[config.mk]
export PLATFORM = sky130hd
export DESIGN_NAME = imm_gen_pipe
export DESIGN_NICKNAME = d
export VERILOG_FILES = /design/src/rtl/imm_gen_pipe.sv
export SDC_FILE = /design/constraint.sdc
export NUM_CORES = 1
export LEC_CHECK = 0
export ABC_AREA = 1
export CAP_MARGIN = 20
export CORE_ASPECT_RATIO = 0.7
export CORE_MARGIN = 4
export CORE_UTILIZATION = 45
export DETAILED_ROUTE_END_ITERATION = 16
export PLACE_DENSITY = 0.88
export SYNTH_ARGS = -nofsm -noshare
export SYNTH_HDL_FRONTEND = slang
export SYNTH_SLANG_ARGS = --single-unit
[constraint.sdc]
create_clock -name i_clk -period 1.3 [get_ports i_clk]
set_clock_uncertainty 0.15 [all_clocks]
set_input_delay 0.26 -clock i_clk [delete_from_list [all_inputs] [get_ports i_clk]]
set_output_delay 0.26 -clock i_clk [all_outputs]
set_load 0.005 [all_outputs]
[src/rtl/imm_gen_pipe.sv]
// ---------------------------------------------------------------------------
// imm_gen_pipe
//
// Pipelined immediate generator for the decode->execute boundary. Each
// accepted instruction has its XLEN-wide immediate built combinationally from
// the instruction bits and the format select. The result is captured together
// with a sideband tag. One cycle after acceptance it is presented downstream.
//
// Two entries of storage form a skid buffer:
//   M : main output register, drives o_imm/o_tag/o_illegal/o_valid
//   K : skid register, catches the one extra transfer that can arrive after
//       M stalls, because o_ready is registered and reacts one cycle late
//
// Ports
//   i_clk      clock, all state changes on the rising edge
//   i_rst      synchronous active-high reset (dominates flush)
//   i_flush    synchronous flush of both entries, drops a same-cycle accept
//   i_valid    upstream offers an instruction
//   o_ready    registered, high while the skid register is empty
//   i_inst     instruction bits [31:7], indexed by ISA bit number
//   i_imm_sel  000 I, 001 S, 010 B, 011 J, 100 U, 101 Z, 110 SHAMT, 111 rsvd
//   i_tag      sideband (typically PC), carried unmodified
//   o_valid    output entry valid
//   i_ready    downstream accepts the output entry
//   o_imm      extended immediate (0 when o_valid is low)
//   o_tag      sideband of the output entry (0 when o_valid is low)
//   o_illegal  output entry came from the reserved select
//
// Parameters
//   XLEN   32 or 64, width of the produced immediate
//   TAG_W  width of the sideband
// ---------------------------------------------------------------------------
module imm_gen_pipe #(
    parameter int XLEN  = 32,
    parameter int TAG_W = 32
) (
    input  logic             i_clk,
    input  logic             i_rst,
    input  logic             i_flush,
    input  logic             i_valid,
    output logic             o_ready,
    input  logic [31:7]      i_inst,
    input  logic [2:0]       i_imm_sel,
    input  logic [TAG_W-1:0] i_tag,
    output logic             o_valid,
    input  logic             i_ready,
    output logic [XLEN-1:0]  o_imm,
    output logic [TAG_W-1:0] o_tag,
    output logic             o_illegal
);

    // Only the two RISC-V base widths are meaningful for this block. Any
    // other value stops elaboration instead of building a broken datapath.
    generate
        if (XLEN != 32 && XLEN != 64) begin : g_bad_xlen
            $error("imm_gen_pipe: XLEN must be 32 or 64");
        end
    endgenerate

    typedef enum logic [2:0] {
        SEL_I     = 3'b000,
        SEL_S     = 3'b001,
        SEL_B     = 3'b010,
        SEL_J     = 3'b011,
        SEL_U     = 3'b100,
        SEL_Z     = 3'b101,
        SEL_SHAMT = 3'b110,
        SEL_RSV   = 3'b111
    } imm_sel_e;

    // An entry whose valid bit is low always has all other fields at zero.
    // The outputs can therefore be driven straight from M without extra
    // gating and still read as zero when nothing is valid.
    typedef struct packed {
        logic [XLEN-1:0]  imm;
        logic [TAG_W-1:0] tag;
        logic             illegal;
        logic             valid;
    } entry_t;

    logic [XLEN-1:0] sign_fill;
    logic [XLEN-1:0] new_imm;
    logic            new_illegal;
    entry_t          incoming;

    entry_t          m_q;
    entry_t          m_next;
    entry_t          k_q;
    entry_t          k_next;
    logic            ready_q;
    logic            ready_next;

    logic            accept;
    logic            emit;

    // Immediate formation. Every format starts from a zero immediate and a
    // clear illegal flag. The reserved select leaves the immediate at zero
    // and raises the flag, so it can never produce X. For U, the low 32 bits
    // are written over a full sign fill. At XLEN=32 this gives the plain LUI
    // value, and at XLEN=64 it gives the RV64 sign-extended LUI/AUIPC value.
    // SHAMT picks up bit 25 only when the shift range is six bits wide.
    always_comb begin
        sign_fill   = {XLEN{i_inst[31]}};
        new_imm     = '0;
        new_illegal = 1'b0;
        case (imm_sel_e'(i_imm_sel))
            SEL_I: begin
                new_imm = {sign_fill[XLEN-1:12], i_inst[31:20]};
            end
            SEL_S: begin
                new_imm = {sign_fill[XLEN-1:12], i_inst[31:25], i_inst[11:7]};
            end
            SEL_B: begin
                new_imm = {sign_fill[XLEN-1:12], i_inst[7], i_inst[30:25],
                           i_inst[11:8], 1'b0};
            end
            SEL_J: begin
                new_imm = {sign_fill[XLEN-1:20], i_inst[19:12], i_inst[20],
                           i_inst[30:21], 1'b0};
            end
            SEL_U: begin
                new_imm        = sign_fill;
                new_imm[31:0]  = {i_inst[31:12], 12'b0};
            end
            SEL_Z: begin
                new_imm[4:0]   = i_inst[19:15];
            end
            SEL_SHAMT: begin
                new_imm[4:0]   = i_inst[24:20];
                if (XLEN == 64) begin
                    new_imm[5] = i_inst[25];
                end
            end
            default: begin
                new_illegal    = 1'b1;
            end
        endcase
    end

    // Package the freshly formed immediate with its sideband. It becomes
    // either the new M or the new K, depending on the occupancy below.
    always_comb begin
        incoming.imm     = new_imm;
        incoming.tag     = i_tag;
        incoming.illegal = new_illegal;
        incoming.valid   = 1'b1;
    end

    // Skid buffer next-state logic. The cases are tested in priority order.
    //  - flush empties everything and drops any same-cycle request.
    //  - when M leaves while K is holding data, K slides into M. Upstream was
    //    already stalled, so no accept can collide with this move.
    //  - an accept goes to M when M is empty or is leaving this cycle.
    //    Accept and emit together simply replace M, so no bubble appears.
    //  - an accept while M is stalled lands in K, and ready drops.
    //  - an emit with nothing behind it leaves M empty.
    // Ready always tracks "K will be empty". Because it is a register, it
    // never has a combinational path from i_valid or i_ready.
    always_comb begin
        m_next     = m_q;
        k_next     = k_q;
        ready_next = ready_q;
        accept     = i_valid & ready_q;
        emit       = m_q.valid & i_ready;
        if (i_flush) begin
            m_next     = '0;
            k_next     = '0;
            ready_next = 1'b1;
        end else if (emit && k_q.valid) begin
            m_next     = k_q;
            k_next     = '0;
            ready_next = 1'b1;
        end else if (accept && (!m_q.valid || emit)) begin
            m_next     = incoming;
        end else if (accept) begin
            k_next     = incoming;
            ready_next = 1'b0;
        end else if (emit) begin
            m_next     = '0;
        end
    end

    // State registers. Reset wins over everything: both entries are
    // discarded, all output fields return to zero, and the block reports
    // ready again.
    always_ff @(posedge i_clk) begin
        if (i_rst) begin
            m_q     <= '0;
            k_q     <= '0;
            ready_q <= 1'b1;
        end else begin
            m_q     <= m_next;
            k_q     <= k_next;
            ready_q <= ready_next;
        end
    end

    // Outputs come directly from registers. Because an invalid entry holds
    // only zeros, the data outputs read zero whenever o_valid is low.
    always_comb begin
        o_ready   = ready_q;
        o_valid   = m_q.valid;
        o_imm     = m_q.imm;
        o_tag     = m_q.tag;
        o_illegal = m_q.illegal;
    end

endmodule

==> Implementation_results.wiki, run 1 <==
{| class="wikitable"
! Metric !! Value
|-
| Result of the run || complete, but fails checks
|-
| Violations in the final reports || setup timing
|-
| Buffer depth of the longest clock path || 2
|-
| Setup repair after global routing missed its margin || true
|-
| Path type of the worst min-delay path || in2reg
|-
| Max-cap violation count || 0
|-
| Critical path's most frequent cell || nand2_4
|-
| Yosys warning count || 0
|-
| R2r worst-path depth || 8
|-
| Via count of the first global-routing pass || 5659
|-
| Fill cells || 890
|-
| Layout overhead on the synthesized area || 50.1%
|-
| Post-synthesis instance area || 0.00541 mm^2
|-
| P_sw || 2580 uW
|-
| Ratio of total power to cell area || 1250 mW/mm^2
|-
| Root cell of the clock tree || clkbuf_16
|-
| Pin count of the biggest net entering global routing || 27
|-
| Total GRT Usage || between 20 and 30%
|-
| Worst setup startpoint || o_ready
|-
| Post-Route Hold Slack || 0.277 ns
|-
| Chip height || about 100 um
|-
| Internal power || 7550 uW
|-
| Kind of end point of the critical path || flop
|-
| Endpoint of the lowest-slack register-to-register path || o_tag[12]
|-
| Clock sink count || 133
|-
| Clock share of power || 46.9%
|-
| Worst setup SP type || flop
|-
| Number of antenna violations at the first check in global routing || 0
|-
| DRC Markers || 0
|-
| Setup tns final || -11.86 ns
|-
| Remaining global-route overflow || 0
|-
| Leakage power || 0.00331 uW
|-
| Cell types with the largest area share after synthesis || dfxtp_1 49%, nand2_1 19%, a31oi_1 6.8%
|-
| Worst Setup Path Type || reg2reg
|-
| Latest clock arrival within the worst-skew pair || 0.41 ns
|-
| Crit path max-delay cell type || dfxtp_2
|-
| Avg Vias per Cell || between 5 and 6
|-
| Routed via count || 6080
|-
| Crit path required time || 1.49 ns
|-
| Crit path depth || 8
|-
| Beginning of the worst register-to-register path || o_ready
|-
| # H-tree levels || 4
|-
| Chip width || 139 um
|-
| Final net count || 990
|-
| Synthesized netlist cell count || 746
|-
| Mean routed wirelength per cell || 17.7 um
|-
| Slew at the pin closest to its max-slew limit || 0.338 ns
|-
| Post-detailed-routing wire length || 19400 um
|-
| Sequential fraction of the synthesis area || 49.3%
|-
| Cell variety after synth || 19
|-
| Standard-cell rows || 33
|-
| Clock tree from TritonCTS || yes
|-
| Detailed-placement wirelength estimate || 11600 um
|-
| Worst setup slack after layout || -0.219 ns
|-
| Cell taking the most area after synthesis || dfxtp_1
|-
| Clock slew at reported path FFs || 0.07 ns
|-
| Worst ir drop on vdd || 1.08 mV
|-
| Dominant delay contributor by cell family on the critical path || simple AND/OR/NAND/NOR gates
|-
| Die area || 0.0139 mm^2
|-
| DRT iter0 DRCs || 604
|-
| Share of the synthesized area in the top cell type || 49.3%
|-
| Net count after synthesis || 811
|-
| Total count of max-transition violations in the final report || 0
|-
| R2R Setup Slk || -0.22 ns
|-
| Fraction of layout cells with a size suffix above 1 || 29.3%
|-
| Sequential group share of total power || 41.6%
|-
| Critical path cell sequence || nand2_4 -> inv_4 -> nand2_4 -> nor2_4 -> buf_6 -> buf_12 -> nand2_1 -> a31oi_1
|-
| Antenna Violating Nets Remaining || 0
|-
| Number of port buffers || 131
|-
| Boundary pin count || between 100 and 150
|-
| Highest Clock Rate || 0.658 GHz
|-
| Proportion of power drawn by combinational gates || 11.5%
|-
| Initial core utilization || roughly 46%
|-
| Endpoint of the worst setup timing path || o_tag[12]
|-
| Final setup viols || 134
|-
| Final critical-path required period || 1.52 ns
|-
| Relative slew slack || 77.5%
|-
| Ant diodes || 0
|-
| Largest stage delay on the critical path || 0.35 ns
|-
| Dpl ws || -0.656 ns
|-
| FF+latch count, synth || approximately 130
|-
| First drt pass iteration count || 5
|-
| Avg Cell Area, Syn || ~7.2 um^2
|-
| Final hold violation count || 0
|-
| Gp weighted congestion || 0.919
|-
| Sw Ratio || 25.5%
|-
| Critical Path Fanout Max || 13
|-
| Crit path buffers/inverters || 3
|-
| Critical path data arrival time || 1.71 ns
|-
| Wire length of the first global-routing pass || 28400 um
|-
| Core box area || 0.0117 mm^2
|-
| Final period util || 117%
|-
| Clock buffers created by TritonCTS || 17
|}
-- stage by stage --
step,power [uW],utilization (%),instances,instance area [um^2]
after floorplan,4730,-,746,5440
after global placement,5340,61.8,1043,7240
after detailed placement,5350,61.8,1043,7240
after CTS,10100,67.2,1089,7880
after global routing,10400,69.2,1095,8110
final,10100,69.2,1095,8110
-- state kept, by name, indices dropped and copies added (netlist names) --
register,flops
k_q,66
o_illegal,1
o_imm,32
o_ready,1
o_tag,32
o_valid,1
-- final cells by class --
type / instances / area [um^2] / area share, %
clock buffer: 18 / 429 / 5.29
clock inverter: 14 / 153 / 1.88
multi-input combinational: 536 / 2480 / 30.5
inverter: 27 / 124 / 1.53
tap: 157 / 196 / 2.42
timing repair buffer: 210 / 1990 / 24.5
sequential: 133 / 2750 / 33.8
-- repair_timing --
action	4_1_cts	5_1_grt
setup buffers	12	4
pin swaps	14	19
hold buffers	0	0
endpoints found under the setup margin	198	158
cloned	2	6
gates resized for setup	343	71
-- placed cells by master, fill, tap and decap left out, types with 3 or more instances in the layout --
| cell | count |
|---|---|
| buf_2 | 53 |
| inv_4 | 3 |
| dfxtp_1 | 68 |
| nand2_2 | 3 |
| inv_6 | 3 |
| buf_8 | 5 |
| inv_1 | 17 |
| a21oi_1 | 70 |
| nand2_4 | 6 |
| buf_4 | 41 |
| clkbuf_2 | 5 |
| o21ai_1 | 12 |
| clkinvlp_4 | 4 |
| clkinv_4 | 3 |
| inv_2 | 5 |
| clkbuf_16 | 23 |
| nor2_1 | 40 |
| clkdlybuf4s50_1 | 59 |
| a22oi_1 | 3 |
| nand3_1 | 17 |
| dlygate4sd2_1 | 4 |
| nor2_4 | 4 |
| buf_12 | 12 |
| nand2_1 | 276 |
| buf_6 | 22 |
| dfxtp_2 | 64 |
| a21oi_2 | 3 |
| o21ai_0 | 35 |
| a31oi_1 | 58 |
| nor2_2 | 4 |
-- worst min-delay path by stage --
stage	start	endpoint	slack, ns	depth (start not counted)
6_report	i_tag[17]	o_tag[17]	0.28	3
3_3_place_gp	k_q[11]	k_q[11]	0.30	2
5_1_grt	i_tag[17]	o_tag[17]	0.28	3
2_1_floorplan	i_tag[30]	k_q[32]	0.26	2
3_5_place_dp	k_q[5]	k_q[5]	0.30	2
4_1_cts	i_valid	o_valid	0.21	5
-- worst register-to-register path: stages (launching register included) --
cell and delay (ns):
dfxtp_2 0.35, nand2_4 0.07, inv_4 0.06, nand2_4 0.06
nor2_4 0.21, buf_6 0.16, buf_12 0.13, nand2_1 0.08
a31oi_1 0.17
-- power groups by stage --
stage	registers, uW	logic [uW]	clock network, uW
floorplan	4290	438	0
global placement	4290	1050	0
detailed placement	4290	1060	0
CTS	4210	1100	4740
global route	4220	1240	4980
finish	4210	1160	4760
-- cell families (layout without fill, tap and decap cells) --
kind of cell,after synthesis,in the layout,synth area share (%)
buffers and inverters,77,269,6.50
DFF,133,133,49.3
and+or+nand+nor,350,350,25.3
AOI/OAI and AO/OA,186,186,18.9
-- Yosys cell counts (all sizes together) --
library cell / number
nor2: 48
a21oi: 73
o211ai: 2
o21ai: 49
a31oi: 59
inv: 27
nand2: 285
buf: 39
a22oi: 3
clkbuf: 11
dfxtp: 133
nand3: 17
-- routing by layer --
layer / share of wire (%) / track usage, %
met1: 41 / 33.5
met2: 45 / 40.0
met3: 12 / 8.17
met4: 2.3 / 8.20
met5: 0 / 0
(Power assumes the default switching activity.)
==> run 2, diff against run 1 <==
- CORE_UTILIZATION: 45 -> 49
- PLACE_DENSITY: 0.88 -> 0.9
- clock period: 1.3 -> 1.64 ns (I/O delays scaled with it)
==> run 2 against run 1 <==
The flow now finishes without violations. Sequential power decreased by 21%. Die area shrank 7.6%. Worst setup slack gained 0.23 ns. Critical endpoint is now o_tag[23]. Largest cell class unchanged.
==> Implementation_results.wiki, run 2 (synthesis gave the netlist of run 1 again) <==
{| class="wikitable"
! Metric !! Value
|-
| Result of the run || finished clean
|-
| Beginning of the worst register-to-register path || o_valid
|-
| Worst setup SP type || flop
|-
| Latest clock arrival within the worst-skew pair || 0.41 ns
|-
| Most common library cell in the layout ignoring fill and taps || nand2_1
|-
| Fin area || between 0.007 and 0.008 mm^2
|-
| Ratio of total power to cell area || 1060 mW/mm^2
|-
| Top library cells by usage in the layout, fill and taps aside || 277 x nand2_1, 126 x dfxtp_1, 72 x a21oi_1
|-
| Clock slew at reported path FFs || 0.06 ns
|-
| Routed via count || 5921
|-
| Min-Delay Startpoint || i_valid
|-
| Clock sink count || 133
|-
| Relative slew slack || around four fifths
|-
| Crit path required time || between 1.5 and 2 ns
|-
| Avg Vias per Cell || 5.55
|-
| Standard cell area after detailed placement || 0.00712 mm^2
|-
| Number of port buffers || 131
|-
| Via count of the first global-routing pass || 5448
|-
| Clock share of power || roughly 50%
|-
| Final net count || 970
|-
| Chip width || roughly 130 um
|-
| Clock tree from TritonCTS || yes
|-
| Dpl ws || -0.399 ns
|-
| Sequential group share of total power || 39.4%
|-
| Flip-flop count of the largest register after layout || 66
|-
| Worst ir drop on vdd || 0.982 mV
|-
| Final period util || 99.2%
|-
| Layout overhead on the synthesized area || 47.3%
|-
| Pin count of the biggest net entering global routing || 56
|-
| Die area || 0.0128 mm^2
|-
| Worst setup startpoint || o_valid
|-
| Kind of end point of the critical path || flop
|-
| Number of antenna violations at the first check in global routing || 0
|-
| Standard-cell rows || 31
|-
| DRC Markers || 0
|-
| Max-cap violation count || 0
|-
| Number of buffers inserted by hold repair at cts || 0
|-
| Buffer depth of the longest clock path || 2
|-
| First drt pass iteration count || 6
|-
| Ant diodes || 0
|-
| Worst Setup Path Type || reg2reg
|-
| Clock buffers created by TritonCTS || 17
|-
| Chip height || 95.9 um
|-
| Detailed-placement wirelength estimate || 10500 um
|-
| Initial core utilization || slightly above 50%
|-
| Leakage power || 0.00336 uW
|-
| Final critical-path required period || 1.63 ns
|-
| Boundary pin count || 132
|-
| Root cell of the clock tree || clkbuf_16
|-
| P_sw || roughly 2000 uW
|-
| Mean routed wirelength per cell || between 15 and 20 um
|-
| Critical Path Fanout Max || 18
|-
| Gp weighted congestion || 0.846
|-
| Remaining global-route overflow || 0
|-
| Wire length of the first global-routing pass || 26200 um
|-
| Sw Ratio || 23.7%
|-
| Core box area || around 0.011 mm^2
|-
| Path type of the worst min-delay path || in2reg
|-
| # H-tree levels || 4
|-
| Slew at the pin closest to its max-slew limit || 0.298 ns
|-
| Critical path data arrival time || 1.81 ns
|-
| Final hold violation count || 0
|-
| Post-detailed-routing wire length || between 15000 and 20000 um
|-
| DRT iter0 DRCs || 704
|-
| Largest Register || k_q
|-
| Worst setup slack after layout || 0.0126 ns
|-
| Proportion of power drawn by combinational gates || 10.8%
|-
| Total GRT Usage || between 20% and 30%
|-
| Final setup viols || 0
|-
| Antenna Violating Nets Remaining || 0
|-
| Highest Clock Rate || about 0.61 GHz
|-
| Fraction of layout cells with a size suffix above 1 || 13.3%
|-
| Total count of max-transition violations in the final report || 0
|-
| Internal power || 6450 uW
|}
## run 2: critical path: stages (launching register included)
cell       delay, ns
dfxtp_2         0.33
buf_4           0.14
nand2_4         0.08
nand2_4         0.07
nor2_4          0.13
buf_12          0.14
buf_12          0.10
clkbuf_16       0.18
nand2_1         0.06
a31oi_1         0.17
## run 2: layout make-up
cell class	count	area, um^2
Sequential cell	133	2670
Fill cell	760	2590
Multi-Input combinational cell	536	2430
Timing Repair Buffer	190	1910
Clock buffer	17	425
Clock inverter	15	229
Tap cell	148	185
Inverter	27	106
## run 2: power by group through the flow
stage	Clock [uW]	Sequential, uW	Combinational, uW
floorplan	0	3400	339
CTS	4220	3330	796
finish	4210	3330	910
global placement	0	3400	805
detailed placement	0	3400	818
global route	4380	3340	970
## run 2: what timing repair did
action,CTS,global route
setup endpoints to repair,70,24
setup buffers,1,7
pin swaps,0,7
cloned,0,4
gates resized for setup,76,17
## run 2: routing by layer
metal	share of wire (%)	global-route usage, %	wire [um]
met5	0	0	0
met4	1.5	7.19	269
met3	10	7.42	1820
met2	46	41.4	7980
met1	42	33.4	7370
## run 2: worst paths after layout
path	end	slack [ns]	cells past startpoint
hold / removal	o_valid	0.17	5
setup / recovery	o_tag[23]	0.01	9
setup reg to reg	o_tag[23]	0.01	9
hold reg to reg	k_q[44]	0.31	2
## run 2: stage by stage
step	TNS (ns)	power, uW	hold WS, ns	cells	utilization [%]
final	0	8450	0.171	1066	75.5
after global routing	-0.203	8680	0.206	1066	75.5
after CTS	0	8350	0.312	1055	73.1
after detailed placement	-37.59	4220	0.297	1022	67.5
after global placement	-31.42	4200	0.293	1022	67.5
after floorplan	0	3740	0.290	746	-
==> run 3, diff against run 2 <==
- CORE_UTILIZATION: 49 -> 63
- DONT_BUFFER_PORTS: unset -> 1
==> run 3 against run 2 <==
Design area down 15%. Fmax up 1.2%. Count of clock-buffer cells in the layout up 5. Sequential share of layout area up 5.9 points. Worst setup slack better by 0.019 ns. Die area down 21%.
==> Implementation_results.wiki, run 3 (synthesis gave the netlist of run 1 again) <==
{| class="wikitable"
! Metric !! Value
|-
| Number of port buffers || 0
|-
| Detailed-placement wirelength estimate || 9580 um
|-
| Highest Clock Rate || 0.622 GHz
|-
| Relative slew slack || 63.2%
|-
| Dpl ws || 0.00520 ns
|-
| Ratio of total power to cell area || 1210 mW/mm^2
|-
| Layout overhead on the synthesized area || 25.0%
|-
| Die area || 0.0101 mm^2
|-
| Path type of the worst min-delay path || in2reg
|-
| Via count of the first global-routing pass || 5277
|-
| Total count of max-transition violations in the final report || 0
|-
| Standard-cell rows || 27
|-
| Avg Vias per Cell || between 6 and 7
|-
| First drt pass iteration count || 6
|-
| Largest stage delay on the critical path || about 0.37 ns
|-
| Top library cells by usage in the layout, fill and taps aside || 278 x nand2_1, 131 x dfxtp_1, 72 x a21oi_1
|-
| Number of antenna violations at the first check in global routing || 0
|-
| Worst setup slack after layout || 0.0320 ns
|-
| Crit path buffers/inverters || 3
|-
| R2r worst-path depth || 8
|-
| Clock buffers created by TritonCTS || 17
|-
| Crit path required time || 1.83 ns
|-
| Routed via count || 5593
|-
| Ant diodes || 0
|-
| Latest clock arrival within the worst-skew pair || 0.41 ns
|-
| Clock slew at reported path FFs || 0.06 ns
|-
| Wire length of the first global-routing pass || 25500 um
|-
| Highest metal layer with signal wires || met4
|-
| Pin count of the biggest net entering global routing || 55
|-
| Fill cells || 482
|-
| Slew at the pin closest to its max-slew limit || 0.551 ns
|-
| Final hold violation count || 0
|-
| Total GRT Usage || 30.9%
|-
| Mean routed wirelength per cell || between 15 and 20 um
|-
| Clock tree from TritonCTS || yes
|-
| Remaining global-route overflow || 0
|-
| Crit path depth || 8
|-
| Worst Setup Path Type || reg2reg
|-
| Post-detailed-routing wire length || 16600 um
|-
| Final net count || 851
|-
| Critical path cell sequence || nand2_4 -> inv_2 -> nand2_2 -> nor2_4 -> buf_12 -> clkbuf_16 -> nand3_1 -> a31oi_1
|-
| Met2 Routed Length || 7850 um
|-
| Result of the run || finished clean
|-
| Kind of end point of the critical path || flop
|-
| Critical path data arrival time || around 1.8 ns
|-
| Final setup viols || 0
|-
| Worst setup SP type || flop
|-
| Fraction of layout cells with a size suffix above 1 || 9.40%
|-
| DRT iter0 DRCs || between 700 and 800
|-
| Initial core utilization || 66.7%
|-
| Chip height || 85.5 um
|-
| Met3 Wirelength || 1860 um
|-
| Buffer depth of the longest clock path || 2
|-
| Flip-flop count of the largest register after layout || 66
|-
| Worst hold path stage count || 2
|-
| Fraction of the core area covered by cells at the end of the flow || 83.3%
|-
| Largest Register || k_q
|-
| Final period util || 98.0%
|-
| Crit path max-delay cell type || dfxtp_4
|-
| Routed met1 length || 6390 um
|-
| # H-tree levels || 4
|-
| Gp weighted congestion || 0.973
|-
| Clock sink count || 133
|-
| Core box area || 0.00811 mm^2
|-
| Leakage power || 0.00255 uW
|-
| Most common library cell in the layout ignoring fill and taps || nand2_1
|-
| Chip width || around 120 um
|-
| Antenna Violating Nets Remaining || 0
|-
| Final critical-path required period || 1.61 ns
|-
| Worst ir drop on vdd || 0.874 mV
|-
| Dominant delay contributor by cell family on the critical path || simple AND/OR/NAND/NOR gates
|-
| Boundary pin count || about 130
|-
| Root cell of the clock tree || clkbuf_16
|-
| Max-cap violation count || 0
|-
| Critical Path Fanout Max || 18
|-
| DRC Markers || 0
|}
-- run 3: cell count changes in the layout (fill, tap and decap cells not counted), moves of 3 or more --
cell             delta
clkdlybuf4s50_1    -61
o21ai_0             +3
dlymetal6s2s_1      -3
clkbuf_8            +4
dfxtp_1             +5
dlygate4sd2_1      -67
clkinv_4            -5
o21ai_1             -3
dfxtp_2             -6
buf_4              -30
buf_12              -5
dlygate4sd3_1      +47
-- run 3: final cells by class --
class                           instances  area (um^2)  share of cell area [%]
Inverter                               27          104                    1.54
Tap cell                              101          126                    1.87
Timing Repair Buffer                   71          797                    11.8
Clock inverter                          9          173                    2.56
Multi-Input combinational cell        536         2400                    35.6
Clock buffer                           22          484                    7.17
Sequential cell                       133         2670                    39.5
-- run 3: through the flow --
step | setup TNS (ns) | power [uW] | instances | hold WS (ns) | area (um^2)
3_3_place_gp | 0 | 3850 | 815 | 0.297 | 5490
4_1_cts | 0 | 8140 | 893 | 0.00971 | 6620
3_5_place_dp | 0 | 3870 | 815 | 0.303 | 5490
2_1_floorplan | 0 | 3740 | 746 | 0.290 | 5410
6_report | 0 | 8190 | 899 | 0.0269 | 6760
5_1_grt | -0.103 | 8450 | 899 | 0.0351 | 6760
-- run 3: power by group --
group	switching, uW	internal (uW)	total (uW)
logic	389	252	641
registers	52.5	3300	3350
clock network	1360	2840	4200
-- run 3: layer usage --
layer  vias up  GRT usage, %
met2       404          51.5
met5         -             0
met1      2579          37.1
li1       2539             -
met3        71          11.7
met4         0          10.4
-- run 3: final timing paths --
kind / from / end / slack, ns
max: o_ready / o_imm[7] / 0.03
min: i_inst[31] / k_q[55] / 0.03
max reg2reg: o_ready / o_imm[7] / 0.03
min reg2reg: k_q[26] / k_q[26] / 0.31
-- run 3: what timing repair did --
action	in CTS	in global routing
hold buffers	47	0
hold endpoints to repair	87	0
buffers inserted	0	4
resized for setup	0	15
setup endpoints to repair	0	99
